File: config.mk
export PLATFORM = sky130hd
export DESIGN_NAME = channel_selector
export DESIGN_NICKNAME = d
export VERILOG_FILES = /design/src/rtl/channel_selector.sv
export SDC_FILE = /design/constraint.sdc
export NUM_CORES = 1
export LEC_CHECK = 0
export ABC_AREA = 1
export CORE_ASPECT_RATIO = 0.7
export CORE_UTILIZATION = 54
export DETAILED_ROUTE_END_ITERATION = 8
export PLACE_DENSITY = 0.84
export SLEW_MARGIN = 20
export SYNTH_ARGS = -nofsm -noshare
export SYNTH_HDL_FRONTEND = slang
export SYNTH_SLANG_ARGS = --single-unit
File: constraint.sdc
create_clock -name aclk -period 5.7 [get_ports aclk]
set_clock_uncertainty 0.15 [all_clocks]
set_input_delay 1.14 -clock aclk [delete_from_list [all_inputs] [get_ports aclk]]
set_output_delay 1.14 -clock aclk [all_outputs]
set_load 0.01 [all_outputs]
File: src/rtl/channel_selector.sv
// Channel-side initial selection sequencer: address a CU, issue one command,
// collect its status byte and release the channel.
module channel_selector #(
  parameter int unsigned TIMEOUT = 255,
  parameter int unsigned SETUP   = 2
) (
  input  logic       aclk,
  input  logic       aresetn,
  input  logic       start,
  input  logic [7:0] dev_addr,
  input  logic [7:0] cmd,
  output logic       busy,
  output logic       done,
  output logic [1:0] result,
  output logic [7:0] dev_status,
  output logic [7:0] bus_out,
  output logic       operational_out,
  output logic       hold_out,
  output logic       select_out,
  output logic       address_out,
  output logic       command_out,
  output logic       service_out,
  output logic       suppress_out,
  input  logic [7:0] bus_in,
  input  logic       operational_in,
  input  logic       address_in,
  input  logic       status_in,
  input  logic       select_in,
  input  logic       request_in,
  input  logic       service_in
);

  typedef enum logic [2:0] {
    IDLE, ADDR_SETUP, ADDR_WAIT, CMD_WAIT, STATUS_WAIT, STATUS_ACK, RELEASE, DONE
  } state_t;

  localparam logic [7:0] TO_MAX     = 8'(TIMEOUT);
  localparam logic [7:0] SETUP_LAST = 8'(SETUP - 1);

  localparam logic [1:0] RES_OK      = 2'd0;
  localparam logic [1:0] RES_NODEV   = 2'd1;
  localparam logic [1:0] RES_TIMEOUT = 2'd2;
  localparam logic [1:0] RES_MISM    = 2'd3;

  state_t     state, nxt_state;
  logic [7:0] cnt;
  logic [7:0] addr_q, cmd_q, nxt_addr_q, nxt_cmd_q;
  logic       nxt_busy, nxt_done;
  logic [1:0] nxt_result;
  logic [7:0] nxt_dev_status, nxt_bus_out;
  logic       nxt_hold, nxt_select, nxt_address, nxt_command, nxt_service;
  logic       timed_out;

  // Reserved for the data-transfer phase.
  logic unused_tags;
  assign unused_tags = request_in ^ service_in;

  assign timed_out    = (cnt == TO_MAX);
  assign suppress_out = 1'b0;

  always_comb begin
    nxt_state      = state;
    nxt_addr_q     = addr_q;
    nxt_cmd_q      = cmd_q;
    nxt_busy       = busy;
    nxt_done       = 1'b0;
    nxt_result     = result;
    nxt_dev_status = dev_status;
    nxt_bus_out    = bus_out;
    nxt_hold       = hold_out;
    nxt_select     = select_out;
    nxt_address    = address_out;
    nxt_command    = command_out;
    nxt_service    = service_out;

    case (state)
      IDLE: begin
        if (start) begin
          nxt_addr_q     = dev_addr;
          nxt_cmd_q      = cmd;
          nxt_busy       = 1'b1;
          nxt_result     = RES_OK;
          nxt_dev_status = '0;
          nxt_bus_out    = dev_addr;
          nxt_address    = 1'b1;
          nxt_state      = ADDR_SETUP;
        end
      end
      ADDR_SETUP: begin
        if (cnt == SETUP_LAST) begin
          nxt_hold   = 1'b1;
          nxt_select = 1'b1;
          nxt_state  = ADDR_WAIT;
        end
      end
      ADDR_WAIT: begin
        if (select_in) begin
          nxt_result = RES_NODEV;
          nxt_state  = RELEASE;
        end else if (operational_in && address_in) begin
          if (bus_in == addr_q) begin
            nxt_address = 1'b0;
            nxt_bus_out = cmd_q;
            nxt_command = 1'b1;
            nxt_state   = CMD_WAIT;
          end else begin
            nxt_result = RES_MISM;
            nxt_state  = RELEASE;
          end
        end else if (timed_out) begin
          nxt_result = RES_TIMEOUT;
          nxt_state  = RELEASE;
        end
      end
      CMD_WAIT: begin
        if (!address_in) begin
          nxt_command = 1'b0;
          nxt_bus_out = '0;
          nxt_state   = STATUS_WAIT;
        end else if (timed_out) begin
          nxt_result = RES_TIMEOUT;
          nxt_state  = RELEASE;
        end
      end
      STATUS_WAIT: begin
        if (status_in) begin
          nxt_dev_status = bus_in;
          nxt_service    = 1'b1;
          nxt_state      = STATUS_ACK;
        end else if (timed_out) begin
          nxt_result = RES_TIMEOUT;
          nxt_state  = RELEASE;
        end
      end
      STATUS_ACK: begin
        if (!status_in) begin
          nxt_service = 1'b0;
          nxt_result  = RES_OK;
          nxt_state   = RELEASE;
        end else if (timed_out) begin
          nxt_result = RES_TIMEOUT;
          nxt_state  = RELEASE;
        end
      end
      RELEASE: begin
        nxt_done  = 1'b1;
        nxt_busy  = 1'b0;
        nxt_state = DONE;
      end
      DONE: begin
        nxt_state = IDLE;
      end
      default: nxt_state = IDLE;
    endcase

    // Every path into RELEASE shares the same tag drop; failures also void the status byte.
    if (nxt_state == RELEASE) begin
      nxt_hold    = 1'b0;
      nxt_select  = 1'b0;
      nxt_address = 1'b0;
      nxt_command = 1'b0;
      nxt_service = 1'b0;
      nxt_bus_out = '0;
      if (nxt_result != RES_OK) nxt_dev_status = '0;
    end
  end

  always_ff @(posedge aclk) begin
    if (!aresetn) begin
      state           <= IDLE;
      addr_q          <= '0;
      cmd_q           <= '0;
      busy            <= 1'b0;
      done            <= 1'b0;
      result          <= '0;
      dev_status      <= '0;
      bus_out         <= '0;
      operational_out <= 1'b0;
      hold_out        <= 1'b0;
      select_out      <= 1'b0;
      address_out     <= 1'b0;
      command_out     <= 1'b0;
      service_out     <= 1'b0;
    end else begin
      state           <= nxt_state;
      addr_q          <= nxt_addr_q;
      cmd_q           <= nxt_cmd_q;
      busy            <= nxt_busy;
      done            <= nxt_done;
      result          <= nxt_result;
      dev_status      <= nxt_dev_status;
      bus_out         <= nxt_bus_out;
      operational_out <= 1'b1;
      hold_out        <= nxt_hold;
      select_out      <= nxt_select;
      address_out     <= nxt_address;
      command_out     <= nxt_command;
      service_out     <= nxt_service;
    end
  end

  // Cleared on every state entry, parks at TIMEOUT instead of wrapping.
  always_ff @(posedge aclk) begin
    if (!aresetn)                cnt <= '0;
    else if (nxt_state != state) cnt <= '0;
    else if (cnt != TO_MAX)      cnt <= cnt + 8'd1;
  end

endmodule

==> qor.yml <==
setup_path:
  worstSetupEndpointType: "flop"
  critPathTopFamily: "simple AND/OR/NAND/NOR gates"
  slowest_stage: "clkdlybuf4s50_1"
  reg2reg_from: "cnt[0]"
  rrSetupSlack_ps: 3270
  arrival_ps: 3160
  cp-endpoint: "command_out"
  cp_cell_sequence: "clkdlybuf4s50_1, xnor2_1, nand2_1, nor2_1, nand2_1, nand2_1, nand2_1, nand2_1, nand2_1, nand3_4, nand2_2, nor2_1"
  cp_common_cell: "nand2_1"
  crit_required_ps: 5790
  path_depth: 12
  crit_start: "bus_in[3]"
  path_buf_inv: 1
  worstReg2RegEnd: "command_out"
  critical_path.max_stage_delay_ps: 530
  reg2regPathDepth: 10
  worst-path-max-fanout: 12
  startpoint_type: "input port"
  path_class: "in -> reg"
drt:
  drt_wl_total_mm: 6.62
  remaining_drc_errors: 0
  vias: 2613
  drtIter0Drc: 211
  wl_per_cell_microns: 12.7
  viasPerCell: 5.03
  ant_nets: 0
  firstDrtPassIters: 5
die:
  io_pins: 60
  core_area_sq_um: 4830
  die_w_microns: 87.3
  initial_utilization: 0.569
  die_h_microns: 61.7
  row_count: 21
  dieArea_sq_um: 5390
timing:
  clock.fmax_ghz: 0.326
  fin_hold_ws_ps: 303
  rsz0062_at_grt: "no"
  slew_headroom: 0.371
  slew_viol_final: 0
  hold_viol_final: 0
  fin_crit_sh: 0.538
  worst_pin_slew_ps: 941
  setup_viol: 0
  period_minus_slack_ps: 3070
  fin_tns_setup_ps: 0
placement:
  gp_congestion: 0.891
  io_buffer_count: 56
  hpwl_mm: 5.00
layout:
  area_growth_pct: 24.8
  fin_nets: 486
  drive_gt1_frac: 0.0998
  regArea_sq_um: 1040
  diodes: 0
  multiInputGateArea_sq_um: 1390
  fillCellCount: 448
global_routing:
  track_usage: 0.259
  grt_start_max_net_pins: 30
  grt_pass1_vias: 2256
  grt_overflow: 0
  grt_pass1_wl_mm: 10.7
  antenna_found_initial: 0
synth:
  syn-instance-count: 402
  ys_seq_area_frac: 0.378
  ys_types: 37
  syn_area_sq_um: 2750
  synth_seq_cells: 52
  synth_warnings: 0
  postSynthAreaPerCell_sq_um: 6.85
  syn-num-nets: 437
clock_network:
  clock_latency_ps: 310
  cts-root-buf: "clkbuf_8"
  clk_pin_slew_ps: 100
  htreeDepth: 2
  ctsHoldBuffers: 0
  cts_tree: "built"
  cts_sinks: 52
  cts_resized: 0
  postCtsSetupBuffers: 0
  cts_inserted_buffers: 5
  cts_buffer_depth: 2
power:
  p_leak_nw: 1.42
  powerDensity_nw_per_um2: 293
  ir_worst_vdd_uv: 239
status:
  status: "completed"
run:
  maxCapViolations: 0
hold_path:
  worst_hold_path_type: "reg -> reg"
[per-layer routing]
metal	GRT usage	vias up	share of wire
li1	-	1356	-
met1	0.398	1150	0.51
met2	0.354	97	0.40
met3	0.0661	10	0.084
met4	0.0726	0	0.011
met5	0	-	0
[cells by family after synthesis]
family,after synthesis,synth area share
AOI/OAI and AO/OA,77,0.153
xor gates and xnor gates,9,0.0286
and+or+nand+nor,185,0.311
DFF,52,0.378
other,1,0.00136
adders and majority gates,2,0.00909
buffers and inverters,76,0.119
[through the flow]
stage	util	std cells	area (sq um)	setup WS [ps]	total power (W)
after floorplan	-	402	2750	3230	0.000631
after global placement	0.684	513	3310	2400	0.000711
after detailed placement	0.684	513	3310	2340	0.000717
after CTS	0.710	520	3430	2650	0.00101
after global routing	0.710	520	3430	2440	0.00107
final	0.710	520	3430	2630	0.00101
[cell usage in the layout (no fill, tap or decap), drive strengths merged]
cell type,n
inv,62
o21bai,1
clkbuf,5
a21oi,24
nand3b,2
o31ai,1
and3,1
conb,1
nand3,11
xor2,3
clkdlybuf4s50,56
dfxtp,52
ha,2
xnor2,6
o211ai,1
nor2,68
nand4,4
nor3,4
nand2,94
o2111ai,1
o22ai,3
o21ai,46
or2,1
bufinv,2
[layout make-up]
class,instances,area share
clock buffer,5,0.0200
clock inverter,2,0.0175
inverter,62,0.0678
multi-input combinational,274,0.403
sequential,52,0.303
tap,69,0.0251
timing repair buffer,56,0.163
[state kept, by name, indices dropped and copies added (netlist names)]
signal	flops
service_out	1
state	3
done	1
select_out	1
addr_q	8
busy	1
result	2
cnt	8
dev_status	8
command_out	1
operational_out	1
bus_out	8
cmd_q	8
address_out	1
[worst reg2reg max path: stages (launching register included)]
cell	delay (ps)
dfxtp_1	430
ha_1	190
nand2_1	70
nor2_1	150
nand2_1	270
inv_1	260
a21oi_1	140
nand2_1	150
nand3_4	110
nand2_2	300
nor2_1	100
[how the worst min path moves through the flow]
| stage | start | endpoint | slack, ps | cells after the start |
|---|---|---|---|---|
| after floorplan | cmd_q[1] | cmd_q[1] | 270 | 2 |
| after global placement | cmd_q[4] | cmd_q[4] | 280 | 2 |
| after detailed placement | cmd_q[7] | cmd_q[7] | 290 | 2 |
| after CTS | cmd_q[7] | cmd_q[7] | 310 | 2 |
| after global routing | cmd_q[4] | cmd_q[4] | 330 | 2 |
| final | cmd_q[5] | cmd_q[5] | 300 | 2 |
[cell usage after synthesis (all sizes together)]
master	count	area share
nand2	94	0.14
nor2	68	0.11
inv	62	0.085
dfxtp	52	0.38
o21ai	46	0.085
a21oi	24	0.048
nand3	11	0.028
buf	10	0.029
xnor2	6	0.019
clkbuf	4	0.0055
nand4	4	0.011
nor3	4	0.013
o22ai	3	0.0068
xor2	3	0.0095
ha	2	0.0091
nand3b	2	0.0055
and3	1	0.0023
conb	1	0.0014
o2111ai	1	0.0055
o211ai	1	0.0027
o21bai	1	0.0027
o31ai	1	0.0027
or2	1	0.0023
[power breakdown]
part | internal, W | switching (W) | total [W]
Clock | 0.000173 | 0.000122 | 0.000295
Sequential | 0.000402 | 0.0000292 | 0.000431
Combinational | 0.000117 | 0.000165 | 0.000281
Note: power is estimated with default switching activity, not from simulation.
